## config.mk

```make
export PLATFORM = sky130hd
export DESIGN_NAME = mem_port_arbiter
export DESIGN_NICKNAME = d
export VERILOG_FILES = /design/src/rtl/mem_port_arbiter.sv
export SDC_FILE = /design/constraint.sdc
export NUM_CORES = 1
export LEC_CHECK = 0
export CORE_UTILIZATION = 41
export CTS_BUF_LIST = sky130_fd_sc_hd__clkbuf_8 sky130_fd_sc_hd__clkbuf_16
export DETAILED_ROUTE_END_ITERATION = 10
export PLACE_DENSITY = 0.88
export SLEW_MARGIN = 20
export SYNTH_ARGS = -nofsm -noshare
export SYNTH_HDL_FRONTEND = slang
export SYNTH_SLANG_ARGS = --single-unit
```

## constraint.sdc

```tcl
create_clock -name clk -period 5.9 [get_ports clk]
set_input_delay 1.18 -clock clk [delete_from_list [all_inputs] [get_ports clk]]
set_output_delay 1.18 -clock clk [all_outputs]
set_load 0.03 [all_outputs]
```

## src/rtl/mem_port_arbiter.sv

```systemverilog
// Shares one memory port between instruction fetch and data access. Each
// transaction runs IDLE -> ACCESS (MEM_LAT cycles) -> RESP (one-cycle ack).
// Data has priority, but IF is granted once after MAX_CONSEC back-to-back
// data grants taken while IF was waiting.
module mem_port_arbiter #(
  parameter int AW         = 32,
  parameter int DW         = 32,
  parameter int MEM_LAT    = 2,
  parameter int MAX_CONSEC = 4
) (
  input  logic            clk,
  input  logic            rst,
  input  logic            if_req,
  input  logic [AW-1:0]   if_addr,
  output logic            if_ack,
  output logic [DW-1:0]   if_rdata,
  input  logic            d_req,
  input  logic            d_we,
  input  logic [DW/8-1:0] d_be,
  input  logic [AW-1:0]   d_addr,
  input  logic [DW-1:0]   d_wdata,
  output logic            d_ack,
  output logic [DW-1:0]   d_rdata,
  output logic            mem_en,
  output logic            mem_we,
  output logic [DW/8-1:0] mem_be,
  output logic [AW-1:0]   mem_addr,
  output logic [DW-1:0]   mem_wdata,
  input  logic [DW-1:0]   mem_rdata,
  output logic            stall,
  output logic            busy
);
  localparam int CW = (MEM_LAT > 1) ? $clog2(MEM_LAT) : 1;
  localparam int KW = $clog2(MAX_CONSEC + 1);
  localparam logic [CW-1:0] LAT_LAST   = CW'(MEM_LAT - 1);
  localparam logic [KW-1:0] CONSEC_MAX = KW'(MAX_CONSEC);

  typedef enum logic [1:0] {S_IDLE, S_ACCESS, S_RESP} state_t;
  typedef enum logic [1:0] {OWN_NONE, OWN_DATA, OWN_IF} owner_t;

  state_t        state;
  state_t        state_nxt;
  owner_t        owner;
  logic [CW-1:0] lat_cnt;
  logic [KW-1:0] consec;
  logic          grant_d;
  logic          grant_i;
  logic          lat_done;

  // Data wins unless IF has already been passed over MAX_CONSEC times.
  assign grant_d  = d_req && (!if_req || (consec < CONSEC_MAX));
  assign grant_i  = if_req && !grant_d;
  assign lat_done = (lat_cnt == LAT_LAST);

  // State register.
  always_ff @(posedge clk or posedge rst) begin
    if (rst) state <= S_IDLE;
    else     state <= state_nxt;
  end

  // Next-state: requests are only looked at while IDLE.
  always_comb begin
    state_nxt = state;
    case (state)
      S_IDLE:   if (grant_d || grant_i) state_nxt = S_ACCESS;
      S_ACCESS: if (lat_done) state_nxt = S_RESP;
      S_RESP:   state_nxt = S_IDLE;
      default:  state_nxt = S_IDLE;
    endcase
  end

  // Grant capture, latency counting, read-data capture and port release.
  always_ff @(posedge clk or posedge rst) begin
    if (rst) begin
      owner     <= OWN_NONE;
      lat_cnt   <= '0;
      consec    <= '0;
      mem_we    <= 1'b0;
      mem_be    <= '0;
      mem_addr  <= '0;
      mem_wdata <= '0;
      if_rdata  <= '0;
      d_rdata   <= '0;
    end else begin
      case (state)
        S_IDLE: begin
          lat_cnt <= '0;
          if (grant_d) begin
            owner     <= OWN_DATA;
            mem_we    <= d_we;
            mem_be    <= d_be;
            mem_addr  <= d_addr;
            mem_wdata <= d_wdata;
            consec    <= if_req ? consec + 1'b1 : '0;
          end else if (grant_i) begin
            owner     <= OWN_IF;
            mem_we    <= 1'b0;
            mem_be    <= '0;
            mem_addr  <= if_addr;
            mem_wdata <= '0;
            consec    <= '0;
          end
        end
        S_ACCESS: begin
          if (lat_done) begin
            lat_cnt <= '0;
            // Read data is only valid in the last access cycle.
            if (!mem_we) begin
              if (owner == OWN_IF) if_rdata <= mem_rdata;
              else                 d_rdata  <= mem_rdata;
            end
            mem_we    <= 1'b0;
            mem_be    <= '0;
            mem_addr  <= '0;
            mem_wdata <= '0;
          end else begin
            lat_cnt <= lat_cnt + 1'b1;
          end
        end
        S_RESP:  owner <= OWN_NONE;
        default: owner <= OWN_NONE;
      endcase
    end
  end

  assign mem_en = (state == S_ACCESS) && (lat_cnt == '0);
  assign if_ack = (state == S_RESP) && (owner == OWN_IF);
  assign d_ack  = (state == S_RESP) && (owner == OWN_DATA);
  assign busy   = (state != S_IDLE);
  // Forced low during reset so the sequencer is never frozen by an aborted access.
  assign stall  = !rst && ((d_req && !d_ack) || (if_req && !if_ack));

endmodule

```

==> flow_summary.yaml <==
run_status:
  status: "complete, no violations"
final_layout:
  finalNonFillerCells: 829
  synthToLayoutAreaGrowth_pct: 59.83
  final_cell_mix: "274 x clkdlybuf4s50_1, 141 x dfrtp_1, 37 x a22o_1"
  final_common_cell: "clkdlybuf4s50_1"
  fin_nets: 778
  drive_gt1_share_pct: 15.77
  antenna_cells: 0
  fillers: 965
die:
  die-area_um2: 14480
  num_rows: 42
  initial_utilization_pct: 42.69
  io_pins: 275
  core_um2: 13450
  fp.dieH_um: 120.4
  die_x_um: 120.4
pwr:
  pwr-share-seq_pct: 30.4
  ir_drop_mv: 0.3342
  p_leak_nw: 4.071
  p_int_w: 0.003415
  clkPwrFrac_pct: 18.8
  swShare_pct: 39.64
  p_per_area_nw_per_um2: 616.3
  p_total_w: 0.005657
  p_comb_share_pct: 50.8
  switchingPower_w: 0.002242
grt:
  met2_usage_pct: 40.52
  antenna_found_initial: 0
  grt_max_degree: 100
  grt_usage_pct: 21.60
  gr-total-overflow: 0
  gr-usage-met3_pct: 6.085
  grt_use_met1_pct: 22.55
  grt_pass1_vias: 4612
  busiest_layer: "met2"
  grt_pass1_wl_mm: 23.83
detailed_routing:
  avgRoutedWirePerCell_um: 18.76
  antenna_left: 0
  wirelength_mm: 15.56
  drc_errors: 0
  dr.pass1.iters: 4
  via_per_inst: 5.045
  drtIter0Drc: 187
  vias: 4182
worst_setup_path:
  cp_top_family: "buffers and inverters"
  worstPathCellList: "clkdlybuf4s50_1 -> inv_1 -> a21oi_1 -> o21a_1 -> clkdlybuf4s50_1"
  critical-path-slowest-cell: "clkdlybuf4s50_1"
  cp-start-kind: "primary input"
  critPathCaptureType: "output port"
  crit_type: "primary input to output port"
  required_ns: 4.72
  path_common_cell: "clkdlybuf4s50_1"
  critPathBufInv: 3
  cp_max_fo: 8
  cpPeakStageDelay_ns: 0.69
  r2r_slack_ns: 3.88
  arrival_ns: 2.96
place:
  port-buffer-count: 274
  place_hpwl_mm: 11.35
  gp_congestion: 0.7356
  place_ws_ns: 1.754
  placed_cells: 797
logic_synthesis:
  synth_nets: 508
  syn_avg_cell_area_um2: 15.52
  yosys_register_bits: 141
  synth_flop_cell: "dfrtp_1"
  synth_cells: 370
  synth_edf_count: 0
  async_flop_share_pct: 100.0
  synth.yosys.seq_area_share_pct: 61.44
  synthDistinctLibCells: 35
  ys.warnings.count: 0
  netlist_area_um2: 5743
clock_tree:
  cts-buffers-inserted: 17
  cts_resized: 0
  clockRootBuffer: "clkbuf_16"
  post_cts_buffers: 0
  clock_latency_ns: 0.41
  path_clk_slew_ns: 0.05
  ctsHoldBuffers: 0
  cts_sinks: 141
  cts_max_level: 4
  cts_tree: "done"
  clockBufferDepth: 2
timing:
  tns_ns: 0
  relSlewSlack_pct: 27.70
  whs_ns: 0.4869
  setup_slack_ns: 1.760
  grt_setup_unrepaired: "false"
  layout_min_cycle_time_ns: 4.140
  slew_viol_final: 0
  worst_pin_slew_ns: 1.080
  finalClockSkew_ns: 0.008251
  max_freq_ghz: 0.2416
  hold_viol: 0
  timing.final.crit_share_pct: 70.16
  setup_viol: 0
worst_hold_path:
  hp-class: "flop to flop"
job:
  cap_violations: 0
-- metrics by stage --
stage	util, %	instance area (um2)
final	68.23	9179
after detailed placement	63.67	8566
after global placement	63.67	8566
after CTS	68.17	9171
after global routing	68.23	9179
after floorplan	-	5743
-- cell families (layout without fill, tap and decap cells) --
group                    after synthesis  after routing  share of synthesized area (%)
flip-flops                           141            141                          61.44
buffers and inverters                 32            315                          3.791
multiplexers                          97             97                          20.28
AND/OR/NAND/NOR                       20             20                          2.440
AO/OA/AOI/OAI                         79             79                          11.83
adder cells (fa/ha/maj)                1              1                         0.2178
-- sequential cells by signal, indices dropped and copies added (netlist names) --
signal / cells
d_rdata: 32
lat_cnt: 1
mem_be: 4
owner: 2
mem_wdata: 32
state: 2
if_rdata: 32
consec: 3
mem_addr: 32
mem_we: 1
-- worst paths after layout --
| check | startpoint | endpoint | depth (start not counted) |
|---|---|---|---|
| setup / recovery | if_req | stall | 5 |
| min in group asynchronous | rst | lat_cnt | 2 |
| hold reg to reg | mem_addr[7] | mem_addr[7] | 1 |
| hold / removal | mem_addr[7] | mem_addr[7] | 1 |
| max in group asynchronous | rst | d_rdata[11] | 3 |
| setup reg to reg | state[1] | if_rdata[25] | 3 |
-- final cells by class --
class                           count  area (um2)  share of cell area (%)
Clock buffer                       22       494.2                   5.384
Clock inverter                     10       111.4                   1.213
Inverter                            5       23.77                  0.2590
Multi-Input combinational cell    197        2028                   22.10
Sequential cell                   141        3528                   38.44
Tap cell                          176       220.2                   2.399
Timing Repair Buffer              278        2773                   30.21
-- power groups by stage --
stage	logic [W]	clock network [W]	registers [W]
4_1_cts	0.00289	0.00109	0.00172
3_5_place_dp	0.00288	0	0.00172
3_3_place_gp	0.00282	0	0.00169
2_1_floorplan	0.000884	0	0.00253
5_1_grt	0.00300	0.00113	0.00177
6_report	0.00287	0.00106	0.00172
-- routing by layer --
layer	share of wire, %	vias up
met4	2.2	0
met3	6.5	34
met1	37	2072
met2	54	166
met5	0	-
li1	-	1910
-- synthesized netlist by cell type, types with 2 or more instances --
library cell,number,area (um2)
clkbuf_1,3,11.26
mux2_4,30,450.4
and2b_1,2,15.01
mux2i_1,32,320.3
o2bb2ai_1,32,280.3
mux2_2,30,337.8
inv_1,5,18.77
buf_4,5,37.54
nor4bb_1,2,20.02
buf_6,9,101.4
a22o_1,37,324.1
buf_2,9,45.04
mux2_1,5,56.30
nor3_1,2,10.01
dfrtp_1,141,3528
a32o_1,2,20.02
nor2_1,6,22.52
(Power assumes the default switching activity.)
